==> src/rtl/dll_code_ctrl.sv <==
// dll_code_ctrl: delay-code controller for the FMDLL loop.
// Resolves the delay-line code by successive approximation, then tracks
// it with +/-1 steps and raises Lock once the step direction has
// alternated LOCK_CNT times in a row. Also re-arms the phase detector
// through Reset_PD after every accepted comparison window.
//
// Handshake: Update is a single-cycle strobe with COMP valid in the same
// cycle; there is no back-pressure. An Update is accepted only when
// Enable=1 and the controller is in SAR or TRACK. All outputs are
// registered and change on the edge that accepts the Update.
module dll_code_ctrl #(
    parameter int CODE_W   = 6,
    parameter int LOCK_CNT = 4
) (
    input  logic              clk_out,
    input  logic              Reset_DC,
    input  logic              Enable,
    input  logic              Update,
    input  logic              COMP,
    output logic [CODE_W-1:0] Delay_code,
    output logic              Lock,
    output logic              SAR_done,
    output logic              Reset_PD,
    output logic [1:0]        state_dbg
);

    typedef enum logic [1:0] {
        ST_IDLE  = 2'd0,
        ST_SAR   = 2'd1,
        ST_TRACK = 2'd2
    } state_t;

    localparam int IDX_W = (CODE_W > 1) ? $clog2(CODE_W) : 1;
    localparam int CNT_W = $clog2(LOCK_CNT + 1);
    localparam logic [CODE_W-1:0] MID     = CODE_W'(1) << (CODE_W - 1);
    localparam logic [CODE_W-1:0] MAX     = {CODE_W{1'b1}};
    localparam logic [IDX_W-1:0]  TOP_IDX = IDX_W'(CODE_W - 1);
    localparam logic [CNT_W-1:0]  CNT_MAX = CNT_W'(LOCK_CNT);

    state_t            state;
    logic [CODE_W-1:0] code;
    logic [IDX_W-1:0]  bit_idx;
    logic [CNT_W-1:0]  alt_cnt;
    logic              prev_dir;   // 1 = last TRACK step was a decrement
    logic              have_prev;  // a TRACK step has already been taken
    logic              lock_q;
    logic              done_q;
    logic              pd_q;

    logic [CODE_W-1:0] sar_next;
    logic [CODE_W-1:0] track_next;
    logic [CNT_W-1:0]  cnt_next;

    // Next-value helpers for the SAR bit trial, the saturating track step
    // and the alternation counter.
    always_comb begin
        sar_next = code;
        if (COMP) begin
            sar_next[bit_idx] = 1'b0;
        end
        if (bit_idx != '0) begin
            sar_next[bit_idx - IDX_W'(1)] = 1'b1;
        end

        track_next = code;
        if (COMP) begin
            if (code != '0) begin
                track_next = code - CODE_W'(1);
            end
        end else begin
            if (code != MAX) begin
                track_next = code + CODE_W'(1);
            end
        end

        cnt_next = '0;
        if (have_prev && (COMP != prev_dir)) begin
            cnt_next = (alt_cnt == CNT_MAX) ? alt_cnt : alt_cnt + CNT_W'(1);
        end
    end

    // Main controller FSM with all outputs registered.
    always_ff @(posedge clk_out) begin
        if (!Reset_DC || !Enable) begin
            state     <= ST_IDLE;
            code      <= MID;
            bit_idx   <= TOP_IDX;
            alt_cnt   <= '0;
            prev_dir  <= 1'b0;
            have_prev <= 1'b0;
            lock_q    <= 1'b0;
            done_q    <= 1'b0;
            pd_q      <= 1'b1;
        end else begin
            case (state)
                ST_IDLE: begin
                    // An Update in this cycle is deliberately ignored.
                    state     <= ST_SAR;
                    code      <= MID;
                    bit_idx   <= TOP_IDX;
                    alt_cnt   <= '0;
                    have_prev <= 1'b0;
                    lock_q    <= 1'b0;
                    done_q    <= 1'b0;
                    pd_q      <= 1'b0;
                end
                ST_SAR: begin
                    pd_q <= Update;
                    if (Update) begin
                        code <= sar_next;
                        if (bit_idx == '0) begin
                            state  <= ST_TRACK;
                            done_q <= 1'b1;
                        end else begin
                            bit_idx <= bit_idx - IDX_W'(1);
                        end
                    end
                end
                ST_TRACK: begin
                    pd_q <= Update;
                    if (Update) begin
                        code      <= track_next;
                        alt_cnt   <= cnt_next;
                        lock_q    <= (cnt_next == CNT_MAX);
                        prev_dir  <= COMP;
                        have_prev <= 1'b1;
                    end
                end
                default: begin
                    state <= ST_IDLE;
                    code  <= MID;
                    pd_q  <= 1'b1;
                end
            endcase
        end
    end

    assign Delay_code = code;
    assign Lock       = lock_q;
    assign SAR_done   = done_q;
    assign Reset_PD   = pd_q;
    assign state_dbg  = state;

endmodule

==> config.mk <==
export PLATFORM = sky130hd
export DESIGN_NAME = dll_code_ctrl
export DESIGN_NICKNAME = d
export VERILOG_FILES = /design/src/rtl/dll_code_ctrl.sv
export SDC_FILE = /design/constraint.sdc
export NUM_CORES = 1
export LEC_CHECK = 0
export BUFFER_PORTS_ARGS = -buffer_cell sky130_fd_sc_hd__buf_2
export CAP_MARGIN = 30
export CORE_MARGIN = 2
export CORE_UTILIZATION = 30
export CTS_CLUSTER_SIZE = 20
export DETAILED_ROUTE_END_ITERATION = 8
export GPL_TIMING_DRIVEN = 1
export PLACE_DENSITY_LB_ADDON = 0.08
export SYNTH_ARGS = -nofsm -noshare
export SYNTH_HDL_FRONTEND = slang
export SYNTH_SLANG_ARGS = --single-unit
==> constraint.sdc <==
create_clock -name clk_out -period 4.05 [get_ports clk_out]
set_input_delay 0.81 -clock clk_out [delete_from_list [all_inputs] [get_ports clk_out]]
set_output_delay 0.81 -clock clk_out [all_outputs]
set_load 0.02 [all_outputs]
Word level (Yosys, flattened, before mapping)
Cells that the tools add are included.

storage, ports and cells
  register bits after elaboration = 19
  output and inout port bits = 11
  input bits = 5
  logic and storage cells = 82

cells by class
  order comparisons = 4
  reduce and logical (&&, ||, !) cells = 19
  bitwise gates (word level) = 4
  mux-type cells = 30
  eq/ne operators = 12
  $add $sub $neg = 4

operators by type and width
  cell                                                                   count
  6-bit two-way mux                                                      7
  3-bit two-way mux                                                      5
  3-bit one-hot mux with 2 select lines                                  2
  6-bit one-hot mux with 2 select lines                                  1
  3-bit AND reduction                                                    3
  3-bit by 4-bit < comparator with 1-bit output, second input constant   2
  2-bit inequality test, second input constant                           4
  1-bit one-hot mux with 2 select lines                                  4
  6-bit by 1-bit adder with 6-bit output, second input constant          1
  6-bit bitwise AND                                                      1
  1-bit demux with 3-bit select                                          2
  3-bit == test, second input constant                                   2
  3-bit by 1-bit >= comparator with 1-bit output, second input constant  2
  1-bit two-way mux                                                      6
  3-bit inequality test, second input constant                           2
  6-bit inequality test, second input constant                           1
  6-bit NOT                                                              1
  6-bit OR                                                               1
  2-bit one-hot mux with 3 select lines                                  1
  6-bit nonzero test                                                     1
  6-bit by 1-bit subtractor with 6-bit output, second input constant     1
  2-bit two-way mux                                                      2
  2-bit AND reduction                                                    2
  4-bit AND reduction                                                    1
  14 further kinds                                                       18

Depth between registers and ports, before layout
Gate-level depths: netlist (run 1).

  depth in word-level cells = 11
  mapped depth = 8
  depth with buffers taken out = 8

Least setup slack after synthesis (run 1)
OpenSTA, ideal clock, no wires.

  path type = input to register
  start point = input COMP
  end point = register code[4], in the netlist Delay_code[4]
  cell stages on the path = 8
  buffers on the path = 1
  required time = 3.963 ns
  setup time = 0.087 ns
  path slack = 1.836 ns
  data arrival time = 2.127 ns
  path through = buf_4 -> inv_1 -> fa_1 -> nand2b_1 -> a21oi_1 -> xor2_1 -> a22oi_1 -> o31ai_1

on the way
  longest elaborated chain between the ends = 5
  elaborated cells between the ends (all ways) = 10
  those cells by class = eq/ne (2); mux (6); bitwise (1); reduce/logical (1)

RTL lines
  element                                RTL line  RTL
  start, declared                        19        input logic COMP,
  6-bit two-way mux                      58        if (COMP) begin
  6-bit OR (no source line)              n/a
  6-bit two-way mux                      61        if (bit_idx != '0) begin
  6-bit two-way mux                      109       if (Update) begin
  6-bit one-hot mux with 2 select lines  95        case (state)
  end signal, assigned                   110       code <= sar_next;
  end signal, assigned                   122       code <= track_next;
  end, declared                          41        logic [CODE_W-1:0] code;

Parallel ways exist; a longest one is shown, timed or not. The select of a mux whose other input is x is not followed.
A chain may end at the register's enable or synchronous reset.

Final worst setup path (run 1)
  start point = register bit_idx[0]
  end point = register code[2], in the netlist Delay_code[2]

on the way
  longest elaborated chain between the ends = 11
  elaborated cells between the ends (all ways) = 19
  those cells by class = add/sub (1); order compare (4); mux (8); bitwise (3); reduce/logical (3)

RTL lines
  element                                                                                                RTL line  RTL
  start, declared                                                                                        42        logic [IDX_W-1:0] bit_idx;
  start signal, assigned                                                                                 115       bit_idx <= bit_idx - IDX_W'(1);
  parallel branches: the longest is 8 deep, another holds 3-bit by 4-bit < comparator with 1-bit output  n/a
  6-bit two-way mux (*)                                                                                  61
  6-bit two-way mux (*)                                                                                  109
  6-bit one-hot mux with 2 select lines (*)                                                              95

Mark *: on every way between the ends. The select of a mux whose other input is x is not followed.

==> results of run 1 <==
## layer usage
| metal | wire (microns) | GRT usage (%) |
|---|---|---|
| met1 | 1739 | 19.81 |
| met2 | 1562 | 22.54 |
| met3 | 99 | 2.742 |
| met4 | 51 | 3.846 |
| met5 | 0 | 0 |
## power breakdown
part           internal, uW  switching, uW
combinational          14.3           31.1
clock                  68.6           71.3
sequential              189           2.03
## worst max-delay path, cell delays in order (launching register included)
cell	delay, ps
dfxtp_1	440
clkinv_1	260
ha_1	290
ha_1	320
nor3b_1	170
o21ai_0	180
a21oi_1	90
a311oi_1	310
a211oi_2	70
## flip-flops by register name (all words and copies together) (netlist names)
register,cells
have_prev,1
Delay_code,6
SAR_done,1
bit_idx,3
state_dbg,2
Reset_PD,1
prev_dir,1
Lock,1
alt_cnt,3
## synth_stat cells (2+ instances only)
| cell type | count |
|---|---|
| clkbuf_1 | 2 |
| nand4_1 | 6 |
| xor2_1 | 3 |
| a32o_1 | 3 |
| inv_1 | 14 |
| xnor2_1 | 2 |
| a22oi_1 | 4 |
| or3_1 | 2 |
| dfxtp_1 | 19 |
| nand3_1 | 12 |
| a21oi_1 | 16 |
| nand2_1 | 13 |
| o21ai_0 | 5 |
| nor2_1 | 12 |
| buf_6 | 2 |
| o31ai_1 | 6 |
| buf_4 | 2 |
| ha_1 | 11 |
| nor3_1 | 2 |
## layout by cell type, fill, tap and decap left out, drive strengths merged, types with 2 or more instances in the layout
cell type	synthesis	layout
o31ai	6	6
a22oi	4	4
nor2	12	12
a21oi	17	17
nand4	6	6
a211oi	2	2
o21ai	5	5
clkbuf	3	3
nor3	2	2
a32o	3	3
or3	2	2
o31a	2	2
nand2	13	13
buf	4	15
xnor2	2	2
xor2	3	3
ha	11	11
inv	15	15
dfxtp	19	19
nand3	12	12
clkinv	1	2
## stage by stage
step,cell area [sq um],setup WS [ps],hold WS [ps]
after global placement,1415,1575,442.5
final,1461,1780,457.6
after global routing,1461,1603,513.8
after CTS,1461,1801,460.8
after detailed placement,1415,1524,447.9
after floorplan,1325,1836,448.1
## worst paths after layout
path	cells after the start	slack, ps	endpoint	from
setup / recovery	8	1780	Delay_code[2]	bit_idx[0]
hold reg to reg	2	460	Lock	Lock
setup reg to reg	8	1780	Delay_code[2]	bit_idx[0]
hold / removal	2	460	Lock	Lock
## cell families (layout without fill, tap and decap cells)
kind of cell	Yosys count	in the layout	share of synthesized area, %
AO/OA/AOI/OAI	49	49	25.59
XOR/XNOR	5	5	3.306
adder cells (fa/ha/maj)	12	12	11.90
buffers and inverters	23	35	8.309
flip-flops	19	19	28.71
multiplexers	2	2	1.605
AND/OR/NAND/NOR	55	55	20.59
## layout make-up
cell class / count / area [sq um] / area share (%)
well taps: 52 / 65.06 / 4.452
multi-input cells: 123 / 834.6 / 57.11
flip-flops and latches: 19 / 380.4 / 26.03
clock inverters: 1 / 5.005 / 0.3425
repair buffers: 15 / 75.07 / 5.137
inverters: 16 / 60.06 / 4.110
clock buffers: 3 / 41.29 / 2.825
==> reports/metrics.csv, run 1 <==
stage,metric,value,unit
status,status,"complete, no violations",
synth,synth_ff_type,dfxtp_1,
cells_and_area,syn_to_final_growth,10.29,%
detailed_routing,via_per_inst,5.480,
die,die-area,0.004965,sq mm
clock_tree,cts_root_buffer,clkbuf_8,
detailed_routing,wl_per_cell,15.08,microns
die,die_w,70.46,microns
detailed_routing,num_vias,1255,
sta,max-slew-margin-rel,62.26,%
cells_and_area,instances_no_fill,229,
detailed_routing,drc_errors,0,
die,start_util,30.86,%
setup_path,end_kind,flop,
die,rows,24,
detailed_routing,drtIter0Drc,62,
clock_tree,cts_resized,0,
synth,synthesis.yosys.warnings,0,
global_routing,grt_pass1_wl,5630,microns
sta,timing.final.crit_share,56.05,%
clock_tree,clkTransAtPathRegs,80,ps
die,die-height,70.46,microns
synth,synth.area.top_cells,"dfxtp_1 29%, ha_1 10%, a21oi_1 6.0%",
detailed_routing,wl,3453,microns
clock_tree,cts_sinks,19,
placed_design,hpwl,2599,microns
sta,finalSetupViolCount,0,
global_routing,grt_max_degree,16,
sta,rsz0062_at_grt,false,
sta,fin_tns_setup,0,ps
power_and_ir_drop,powerDensity,257.3,mW/mm^2
setup_path,path_class,flop to flop,
sta,tightest_slew,566.1,ps
run,max-cap-violations,0,
synth,yosysSeqAreaShare,28.71,%
die,core_area,0.004294,sq mm
synth,syn_area,0.001325,sq mm
power_and_ir_drop,p_total,376.0,uW
detailed_routing,detail-route-antenna-nets,0,
clock_tree,cts_tree,done,
die,io_pins,16,
sta,final_hold_viol_count,0,
sta,slew_violations,0,
cells_and_area,diodes,0,
clock_tree,hold_buffers,0,
global_routing,track_usage,14.28,%
cells_and_area,drive_above_1_share,14.12,%
synth,postSynthCellCount,165,
detailed_routing,first_pass_iters,4,
power_and_ir_drop,p_leak,0.0005357,uW
global_routing,antenna_found_initial,0,
clock_tree,numCtsBuffers,3,
sta,fin_crit,2270,ps
synth,synth.ff_latch_count,19,
synth,syn-num-nets,182,
power_and_ir_drop,max-vdd-ir-drop,0.09949,mV
synth,synth_area_per_cell,8.030,sq um
global_routing,gr-total-overflow,0,
clock_tree,ctsHtreeMaxLevel,1,
setup_path,cp_max_fo,8,
sta,clock.fmax,440.5,MHz
clock_tree,post-cts-setup-buffer-count,0,
synth,synth_edf_count,0,
synth,netlist-cell-type-count,48,
setup_path,required,4190,ps
setup_path,start_kind,flop,
placed_design,routabilityCongestion,0.7835,
synth,synth_top_area_share,28.71,%
clock_tree,clockBufferDepth,2,
sta,skew,2.811,ps
placed_design,dpl.cell_count,225,
setup_path,crit_arrival,2410,ps
global_routing,grt_pass1_vias,1157,
cells_and_area,utilization,34.03,%
synth,yosys.area.top_type,dfxtp_1,
clock_tree,clock_latency,260,ps
synth,async_reset_ff_share,0,%
cells_and_area,fin_nets,195,
placed_design,io_buffers,15,
cells_and_area,fill_cells,459,
worst_hold_path,min_path_type,flop to flop,
No activity file was read; power rests on OpenSTA's default activity.
==> run 2, diff against run 1 <==
ABC_AREA = 1   (was unset)
clock period = 2 ns   (was 4.05 ns; I/O delays follow)
==> run 2 against run 1 <==
  * Synthesized cell count up 31%
  * Cell count rose by 27%
  * Non-clock buffer count is 6 higher
  * Register-to-register slack got worse by 1500 ps
  * First-iteration DRC count shrank 6.5%
  * Global-route usage about the same
  * Critical path type unchanged
  * Critical endpoint is now Delay_code[3]
  * Largest cell class unchanged
==> reports/metrics.csv, run 2 <==
stage,metric,value,unit,change
status,status,"complete, no violations",,
sta,clock.fmax,572.4,MHz,+30%
synth,yosys.area.top_type,dfxtp_1,,
global_routing,track_usage,14.27,%,about the same
power_and_ir_drop,powerDensity,514.9,mW/mm^2,+100%
cells_and_area,fill_cells,497,,+8.3%
detailed_routing,wl_per_cell,11.50,microns,-24%
sta,finalSetupViolCount,0,,unchanged
setup_path,cp_max_fo,5,,-3
sta,fin_crit,1747,ps,-522.9 ps
synth,synth.most_common_cell,nand2_1,,
detailed_routing,detail-route-antenna-nets,0,,unchanged
sta,timing.final.crit_share,87.35,%,+31 points
synth,synthesis.yosys.warnings,0,,unchanged
global_routing,antenna_found_initial,0,,unchanged
cells_and_area,utilization,36.30,%,+2.3 points
sta,skew,2.356,ps,-0.4551 ps
die,die-height,71.67,microns,+1.7%
synth,yosysSeqAreaShare,27.69,%,-1.0 points
placed_design,hpwl,2578,microns,-0.81%
synth,synth_edf_count,0,,unchanged
setup_path,start_kind,flop,,
sta,fin_tns_setup,0,ps,unchanged
worst_hold_path,min_path_type,input pin to flop,,
die,die-area,0.005137,sq mm,+3.5%
cells_and_area,fin_nets,256,,+31%
detailed_routing,wl,3335,microns,-3.4%
clock_tree,cts_resized,0,,unchanged
global_routing,gr-total-overflow,0,,unchanged
clock_tree,numCtsBuffers,3,,unchanged
sta,final_hold_viol_count,0,,unchanged
sta,max-slew-margin-rel,75.80,%,+14 points
synth,async_reset_ff_share,0,%,unchanged
synth,synth.ff_latch_count,19,,unchanged
setup_path,path_class,flop to flop,,
synth,syn_area,0.001374,sq mm,+3.7%
synth,synth.area.top_cells,"dfxtp_1 28%, nand2_1 20%, ha_1 10%",,
die,io_pins,16,,unchanged
synth,netlist-cell-type-count,25,,-48%
setup_path,required,2200,ps,-1990 ps
detailed_routing,drtIter0Drc,58,,-6.5%
sta,whs,429.0,ps,-28.53 ps
synth,postSynthCellCount,216,,+31%
synth,synth_ff_type,dfxtp_1,,
sta,tightest_slew,359.2,ps,-206.9 ps
global_routing,grt_max_degree,13,,-3
global_routing,grt_pass1_vias,1205,,+4.1%
synth,synth_area_per_cell,6.360,sq um,-21%
detailed_routing,num_vias,1316,,+4.9%
cells_and_area,drive_above_1_share,15.13,%,+1.0 points
clock_tree,cts_root_buffer,clkbuf_8,,
detailed_routing,first_pass_iters,4,,unchanged
power_and_ir_drop,max-vdd-ir-drop,0.4818,mV,+380%
placed_design,routabilityCongestion,0.7730,,-1.3%
clock_tree,clkTransAtPathRegs,80,ps,about the same
die,die_w,71.67,microns,+1.7%
detailed_routing,drc_errors,0,,unchanged
clock_tree,post-cts-setup-buffer-count,0,,unchanged
setup_path,end_kind,flop,,
global_routing,grt_pass1_wl,5685,microns,+0.98%
sta,fin_ws,253.0,ps,-1527 ps
die,start_util,31.34,%,+0.48 points
sta,slew_violations,0,,unchanged
clock_tree,clockBufferDepth,2,,unchanged
cells_and_area,final_common_cell,nand2_1,,
setup_path,crit_arrival,1950,ps,-460 ps
cells_and_area,diodes,0,,unchanged
synth,synthTopCellsByCount,"72 x nand2_1, 29 x inv_1, 22 x a21oi_1",,
clock_tree,cts_sinks,19,,unchanged
detailed_routing,via_per_inst,4.538,,-17%
die,rows,24,,unchanged
run,max-cap-violations,0,,unchanged
cells_and_area,largest_reg_flops,6,,unchanged
clock_tree,clock_latency,260,ps,about the same
cells_and_area,final_cell_mix,"72 x nand2_1, 29 x inv_1, 22 x a21oi_1, 19 x dfxtp_1, 17 x nor2_1",,
cells_and_area,syn_to_final_growth,15.85,%,
die,core_area,0.004384,sq mm,+2.1%
setup_path,reg2reg_slack,250,ps,-1530 ps
clock_tree,hold_buffers,0,,unchanged
power_and_ir_drop,p_leak,0.0007704,uW,+44%
placed_design,io_buffers,15,,unchanged
clock_tree,ctsHtreeMaxLevel,1,,unchanged
synth,synth_top_area_share,27.69,%,-1.0 points
placed_design,pre_cts_ws,222.9,ps,-1301 ps
clock_tree,cts_tree,done,,
synth,syn-num-nets,233,,+28%
sta,rsz0062_at_grt,false,,
[run 2: cell type report]
cell class                      count  area [sq um]  share of cell area [%]
Inverter                           31         116.4                   7.311
Clock inverter                      1         7.507                  0.4717
Timing Repair Buffer               21         120.1                   7.547
Multi-Input combinational cell    163         860.8                   54.09
Sequential cell                    19         380.4                   23.90
Clock buffer                        3         41.29                   2.594
Tap cell                           52         65.06                   4.088
[run 2: worst max-delay path, stage by stage (launching register included)]
cell and delay [ps]:
dfxtp_1 370, inv_1 110, ha_1 220, ha_1 330
inv_1 60, nor2_1 130, nand2_1 70, nand2_1 80
nand2_1 60, nand2_1 60, nand2_1 50, a21oi_1 120
[run 2: cells by family after synthesis]
logic type | synth area share (%)
compound gates | 13.84
xor+xnor | 1.275
fa+ha+maj | 11.48
buf+inv | 9.653
flops | 27.69
simple gates | 36.07
[run 2: report_power, final]
group          internal (uW)  switching, uW  leakage [uW]  total [uW]
logic                   45.1           88.8      0.000595         134
clock network            141            154     0.0000217         295
registers                385           5.94      0.000154         391
total                    571            248      0.000770         819
[run 2: worst paths after layout]
check / startpoint / to / depth (start not counted)
max reg2reg: bit_idx[0] / Delay_code[3] / 11
min: Update / Reset_PD / 3
max: bit_idx[0] / Delay_code[3] / 11
min reg2reg: SAR_done / SAR_done / 2
[run 2: metrics by stage]
step | instance area, sq um | total power, uW | instances
global route | 1592 | 868.6 | 290
detailed placement | 1543 | 534.4 | 286
finish | 1592 | 819.4 | 290
CTS | 1592 | 833.8 | 290
floorplan | 1374 | 493.5 | 216
global placement | 1543 | 535.8 | 286
[run 2: per-layer routing]
| metal | up-vias | share of wire, % | routed length, microns | GRT usage [%] |
|---|---|---|---|---|
| li1 | 729 | - | - | - |
| met1 | 564 | 50 | 1668 | 18.28 |
| met2 | 21 | 45 | 1517 | 24.28 |
| met3 | 2 | 3.7 | 124 | 3.516 |
| met4 | 0 | 0.75 | 25 | 3.145 |
| met5 | - | 0 | 0 | 0 |
